<file path="config.mk">
export PLATFORM = sky130hd
export DESIGN_NAME = scr1_pipe_sleep_ctrl
export DESIGN_NICKNAME = d
export VERILOG_FILES = /design/src/rtl/scr1_pipe_sleep_ctrl.sv
export SDC_FILE = /design/constraint.sdc
export NUM_CORES = 1
export LEC_CHECK = 0
export ABC_CLOCK_PERIOD_IN_PS = 2900
export CAP_MARGIN = 20
export CORE_UTILIZATION = 50
export CTS_BUF_LIST = sky130_fd_sc_hd__clkbuf_4
export DETAILED_ROUTE_END_ITERATION = 6
export HOLD_SLACK_MARGIN = 0.1
export MAX_ROUTING_LAYER = met4
export PLACE_DENSITY = 0.73
export SLEW_MARGIN = 0
export SYNTH_ARGS = -nofsm -noshare
export SYNTH_HDL_FRONTEND = slang
export SYNTH_SLANG_ARGS = --single-unit
</file>
<file path="constraint.sdc">
create_clock -name clk -period 2.9 [get_ports clk]
set_input_delay 0.87 -clock clk [delete_from_list [all_inputs] [get_ports clk]]
set_output_delay 0.87 -clock clk [all_outputs]
set_load 0.05 [all_outputs]
</file>
<file path="src/rtl/scr1_pipe_sleep_ctrl.sv">
// scr1_pipe_sleep_ctrl: pipe-side WFI sequencer that drains the pipe, requests clock gating,
// and requests wake-up on an interrupt or debug halt request. Runs on the always-on clock.
`default_nettype none

module scr1_pipe_sleep_ctrl #(
  parameter int SLEEP_EN     = 1,
  parameter int IDLE_TIMEOUT = 255,
  parameter int WAKE_HOLD    = 2
) (
  input  logic clk,
  input  logic rst,
  input  logic wfi_i,
  input  logic dbg_mode_i,
  input  logic pipe_idle_i,
  input  logic irq_pending_i,
  input  logic dbg_halt_req_i,
  input  logic clk_en_i,
  output logic sleep_req_o,
  output logic wake_req_o,
  output logic fetch_stall_o,
  output logic wfi_done_o
);

  // One counter serves both the drain timeout and the wake hold time.
  localparam int TO_W_RAW   = $clog2(IDLE_TIMEOUT + 1);
  localparam int HOLD_W_RAW = $clog2(WAKE_HOLD + 1);
  localparam int MAX_W      = (TO_W_RAW > HOLD_W_RAW) ? TO_W_RAW : HOLD_W_RAW;
  localparam int CNT_W      = (MAX_W < 1) ? 1 : MAX_W;

  localparam logic [CNT_W-1:0] TO_LAST   = CNT_W'((IDLE_TIMEOUT > 0) ? IDLE_TIMEOUT - 1 : 0);
  localparam logic [CNT_W-1:0] HOLD_LAST = CNT_W'((WAKE_HOLD > 0) ? WAKE_HOLD - 1 : 0);
  localparam logic [CNT_W-1:0] CNT_MAX   = '1;

  typedef enum logic [2:0] {
    S_RUN      = 3'd0,
    S_DRAIN    = 3'd1,
    S_SLEEP    = 3'd2,
    S_ASLEEP   = 3'd3,
    S_WAKE     = 3'd4,
    S_WFI_HALT = 3'd5
  } state_t;

  state_t           state, state_nxt;
  logic [CNT_W-1:0] cnt, cnt_nxt, cnt_inc;
  logic             done_nxt;
  logic             wake_evt;

  assign wake_evt = irq_pending_i | dbg_halt_req_i;
  assign cnt_inc  = (cnt == CNT_MAX) ? cnt : cnt + 1'b1;

  always_comb begin
    state_nxt = state;
    cnt_nxt   = cnt;
    done_nxt  = 1'b0;
    case (state)
      S_RUN: begin
        if (wfi_i) begin
          if (dbg_mode_i | wake_evt) begin
            done_nxt = 1'b1;
          end else begin
            state_nxt = S_DRAIN;
            cnt_nxt   = '0;
          end
        end
      end
      S_DRAIN: begin
        cnt_nxt = cnt_inc;
        if (wake_evt) begin
          state_nxt = S_RUN;
          done_nxt  = 1'b1;
        end else if (pipe_idle_i) begin
          state_nxt = (SLEEP_EN != 0) ? S_SLEEP : S_WFI_HALT;
        end else if ((IDLE_TIMEOUT != 0) && (cnt == TO_LAST)) begin
          state_nxt = S_WFI_HALT;
        end
      end
      S_SLEEP: begin
        if (wake_evt) begin
          state_nxt = S_WAKE;
          cnt_nxt   = '0;
        end else if (!clk_en_i) begin
          state_nxt = S_ASLEEP;
        end
      end
      S_ASLEEP: begin
        if (wake_evt) begin
          state_nxt = S_WAKE;
          cnt_nxt   = '0;
        end else if (clk_en_i) begin
          // Clock came back without a wake event of ours: stay halted until one arrives.
          state_nxt = S_WFI_HALT;
        end
      end
      S_WAKE: begin
        cnt_nxt = cnt_inc;
        if (clk_en_i && (cnt >= HOLD_LAST)) begin
          state_nxt = S_RUN;
          done_nxt  = 1'b1;
        end
      end
      S_WFI_HALT: begin
        if (wake_evt) begin
          state_nxt = S_RUN;
          done_nxt  = 1'b1;
        end
      end
      default: begin
        state_nxt = S_RUN;
      end
    endcase
  end

  // Outputs are decoded from the next state and registered alongside it.
  always_ff @(posedge clk or posedge rst) begin
    if (rst) begin
      state         <= S_RUN;
      cnt           <= '0;
      sleep_req_o   <= 1'b0;
      wake_req_o    <= 1'b0;
      fetch_stall_o <= 1'b0;
      wfi_done_o    <= 1'b0;
    end else begin
      state         <= state_nxt;
      cnt           <= cnt_nxt;
      sleep_req_o   <= (state_nxt == S_SLEEP);
      wake_req_o    <= (state_nxt == S_WAKE);
      fetch_stall_o <= (state_nxt != S_RUN);
      wfi_done_o    <= done_nxt;
    end
  end

endmodule

`default_nettype wire

</file>
Word-level counts from Yosys, hierarchy flattened
Index checks and enable logic that the tools add are counted.
{"block": "totals", "register_bits": 15, "latchBits": 0, "ram_bits": 0, "rom_bits": 0, "in_bits": 8, "out_inout_bits": 4, "wordCells": 53, "memories": 0}
{"block": "op_classes", "n_addsub": 1, "mul": 0, "div": 0, "n_lt_le_gt_ge": 1, "n_eq_ne": 13, "shift": 0, "muxes": 22, "bitwise_logic": 2, "reduce_logical": 8}
{"operator": "two-way mux 3 bit", "n": 11}
{"operator": "two-way mux 8 bit", "n": 4}
{"operator": "one-hot mux 8 bit (3 select lines)", "n": 1}
{"operator": "one-hot mux 3 bit (6 select lines)", "n": 1}
{"operator": "equality test 8 bit, second input constant", "n": 2}
{"operator": "equality test 3 x 2 -> 1 bit, second input constant", "n": 3}
{"operator": "equality test 3 bit, second input constant", "n": 3}
{"operator": "adder 8 x 1 -> 8 bit, second input constant", "n": 1}
{"operator": "greater-or-equal comparator 8 x 1 -> 1 bit, second input constant", "n": 1}
{"operator": "!= test 2 bit, second input constant", "n": 3}
{"operator": "nonzero test 3 bit", "n": 2}
{"operator": "OR reduction 2 bit", "n": 3}
{"operator": "AND reduction 5 bit", "n": 1}
{"operator": "two-way mux 1 bit", "n": 4}
{"operator": "equality test 3 x 1 -> 1 bit, second input constant", "n": 1}
{"operator": "zero test 3 bit", "n": 1}
{"operator": "one-hot mux 1 bit (3 select lines)", "n": 1}
{"operator": "!= test 2 x 1 -> 1 bit, second input constant", "n": 1}
{"operator": "OR 1 bit", "n": 2}
{"operator": "logical AND 1 bit", "n": 1}

Depth between registers and ports, before layout
{"block": "depth", "word_depth": 6, "mapped_depth": 6, "depth_no_buf": 6}

Worst setup path before layout
Ideal clock, no wire load.
{"block": "synth_timing", "kind": "input to register", "start": "input dbg_halt_req_i", "end": "register cnt[4]", "arrival_time_ps": 2063, "t_required_ps": 2822, "path_slack_ps": 759, "stages": 5, "path_buffers": 1, "cell_sequence": "nor4b_4 > o221ai_2 > buf_6 > or4_1 > a21oi_1"}
{"block": "synth_via", "elab_chain_len": 4, "word_cells_on_any_way": 5}
{"item": "from (decl)", "line": "16", "rtl": "input logic dbg_halt_req_i,"}
{"item": "OR 1 bit (*)", "line": "48", "rtl": "assign wake_evt = irq_pending_i | dbg_halt_req_i;"}
{"item": "OR 1 bit", "line": "58", "rtl": "if (dbg_mode_i | wake_evt) begin"}
{"item": "!= test 2 bit (no line)"}
{"item": "AND reduction 5 bit (no line) (*)"}
{"item": "to (signal assigned)", "line": "124", "rtl": "cnt <= cnt_nxt;"}
{"item": "to (decl)", "line": "44", "rtl": "logic [CNT_W-1:0] cnt, cnt_nxt, cnt_inc;"}
Mark *: on every way between the ends. The rest lies on a longest branch, timed or not.
A chain may end at the register's enable or synchronous reset.

Worst setup path after layout
{"block": "layout_timing", "start": "input dbg_halt_req_i", "end": "register cnt[5]"}
Same word-level chain as after synthesis.

==> results.yml <==
run_status:
  outcome: "complete, no violations"
critical_path:
  worstPathCellList: "clkdlybuf4s50_1 > nor4b_4 > o221ai_2 > nor4_1 > mux2i_1"
  worst-path-buf-inv: 1
  critPathMaxFanout: 11
  arrival_ns: 2.67
  critPathLaunchType: "input pin"
  crit_path_max_incr_delay_ns: 0.48
  rr_worst_depth: 4
  r2r_setup_slack_ns: 0.88
  path_class: "input pin to flip-flop"
  slowest_stage: "nor4_1"
  cp_data_required_time_ns: 3.12
  reg2reg_from: "state[2]"
  cp_top_family: "simple AND/OR/NAND/NOR gates"
  reg2reg_to: "cnt[5]"
  end_kind: "flip-flop"
timing:
  clock_skew_ns: 0.00419
  rsz0062_at_grt: "no"
  min_period_over_period: 0.843
  finalHoldViolations: 0
  fmax_ghz: 0.409
  tightestPinTransition_ns: 0.622
  slew_headroom: 0.585
  setup_slack_ns: 0.454
  fin_setup_tns_ns: 0
  setup_viol_count_final: 0
  maxSlewViolCount: 0
  min_period_ns: 2.45
yosys:
  syn_inst: 106
  synth.distinct_cells: 39
  yosysWarningCount: 0
  syn-cell-area_sq_mm: 0.00102
  syn_area_per_cell_sq_um: 9.58
  synth_seq_area_share: 0.369
  synth_area_leader_cell: "dfrtp_1"
  ys_ff_latch: 15
  synth_area_leaders: "dfrtp_1 (37%), ha_1 (4.9%), mux2i_1 (3.9%)"
  synth_fp_nets: 118
  synth_top_area_frac: 0.369
final_layout:
  final_common_cell: "dfrtp_1"
  area_growth_pct: 13.1
  final_cell_mix: "dfrtp_1 (15), clkdlybuf4s50_1 (11), nor2_1 (7)"
  fin_nets: 129
  final_core_util: 0.631
  drive_gt1_frac: 0.103
  n_antenna_cell: 0
  nFillCells: 162
floorplan:
  core-area_sq_mm: 0.00182
  dieArea_sq_mm: 0.00222
  die_h_um: 47.1
  start_util: 0.558
  num_io_pins: 12
  die_w_um: 47.1
  num_rows: 15
routing:
  wl_per_cell_um: 15.4
  via_count: 827
  drt_iter0_markers: 9
  drc_errors: 0
  vias_per_cell: 5.87
  dr.pass1.iters: 4
  wirelength_um: 2170
  ant_nets: 0
hold_path:
  worstHoldStart: "cnt[6]"
  hp-class: "flip-flop to flip-flop"
  holdPathStages: 2
  hold_end: "cnt[6]"
cts:
  cts.sinks: 15
  clkTransAtPathRegs_ns: 0.10
  cts_root_buf: "clkbuf_4"
  clk_latency_ns: 0.29
  htree_num_levels: 1
  cts_resized: 0
  hold_buffers: 0
  clockBufferDepth: 2
  post_cts.repair.setup_buffers: 0
  cts_tree: "yes"
  cts_buffers: 3
power_and_ir_drop:
  vdd.ir_drop.worst_mv: 0.224
  clockPowerShare: 0.272
  power.switching_uw: 155
  internal_power_uw: 318
  sequentialPowerShare: 0.503
  p_leak_uw: 0.000432
  p_sw_frac: 0.328
  p_per_area_mw_per_mm2: 412
  pwr-share-comb: 0.226
global_route:
  grt_pass1_vias: 785
  grt_start_max_net_pins: 18
  antenna_found_initial: 0
  track_usage: 0.241
  grt_pass1_wl_um: 3530
  grt_overflow_total: 0
placement:
  place_hpwl_um: 1570
  dpl_worst_slack_ns: 0.127
  gp_congestion: 0.810
  port_buffers: 11
run:
  maxCapViolCount: 0
[flip-flops by register name, summed over array words and instances, names as in the netlist]
| signal | flops |
|---|---|
| cnt | 8 |
| state | 3 |
| fetch_stall_o | 1 |
| sleep_req_o | 1 |
| wake_req_o | 1 |
| wfi_done_o | 1 |
[cells in the mapped netlist]
cell type	count
mux2i_1	4
a2111oi_4	1
nand2_1	4
nand4_1	1
ha_1	4
o21a_1	1
inv_1	6
o22ai_1	1
nor2b_1	3
and2_1	1
a22oi_1	1
buf_6	1
nor4b_1	2
o221ai_2	1
nor4b_4	1
nor2_1	7
a21boi_0	1
clkbuf_8	1
o31ai_1	4
o211ai_1	1
nand2b_1	5
a2bb2oi_1	1
a21oi_1	6
buf_4	1
o32a_1	1
nand3_1	4
clkbuf_1	3
o21bai_1	4
o21ai_0	6
dfrtp_1	15
or3_2	2
o22a_1	1
o21ba_2	1
or2_2	1
nand4b_1	1
and2b_1	1
or4_1	2
nor3_1	1
nor4_1	4
[stage by stage]
stage	hold WS [ns]	instances	cell area [sq um]	power (uW)
after global placement	0.574	137	1120	344
after global routing	0.633	141	1150	496
after detailed placement	0.582	137	1120	348
final	0.594	141	1150	473
after CTS	0.596	141	1150	477
after floorplan	0.546	106	1020	317
[worst max path at each step]
stage	end	from	cells past startpoint	slack [ns]
floorplan	cnt[4]	dbg_halt_req_i	5	0.76
global placement	cnt[3]	dbg_halt_req_i	5	0.24
detailed placement	cnt[5]	dbg_halt_req_i	5	0.13
CTS	cnt[5]	dbg_halt_req_i	5	0.44
global route	cnt[6]	dbg_halt_req_i	5	0.39
finish	cnt[5]	dbg_halt_req_i	5	0.45
[routing by layer]
layer,track usage,share of wire,up-vias
met5,-,0,-
met4,0.0857,0.0097,0
met3,0.0346,0.024,4
met2,0.378,0.50,10
met1,0.317,0.46,405
li1,-,-,408
[cells by family after synthesis]
logic type,count (synthesis),synth area share
compound gates,31,0.233
fa+ha+maj,4,0.0493
buf+inv,12,0.0653
flops,15,0.369
mux,4,0.0394
simple gates,40,0.244
[worst reg2reg max path: stages, from the launching register on]
cell,delay (ns)
dfrtp_1,0.66
nand2b_1,0.27
a2111oi_4,0.64
nor4_1,0.16
mux2i_1,0.16
[power by group through the flow]
stage / combinational [uW] / sequential [uW] / clock, uW
finish: 107 / 238 / 128
global route: 117 / 241 / 138
CTS: 107 / 238 / 133
detailed placement: 106 / 242 / 0
global placement: 104 / 240 / 0
floorplan: 69.4 / 248 / 0
[cell type report]
| cell class | instances | area [sq um] | share of cell area |
|---|---|---|---|
| Clock buffer | 3 | 22.5 | 0.0196 |
| Clock inverter | 1 | 5.00 | 0.00436 |
| Inverter | 6 | 22.5 | 0.0196 |
| Multi-Input combinational cell | 79 | 574 | 0.500 |
| Sequential cell | 15 | 375 | 0.327 |
| Tap cell | 25 | 31.3 | 0.0272 |
| Timing Repair Buffer | 12 | 118 | 0.102 |
Note: power is estimated with default switching activity, not from simulation.
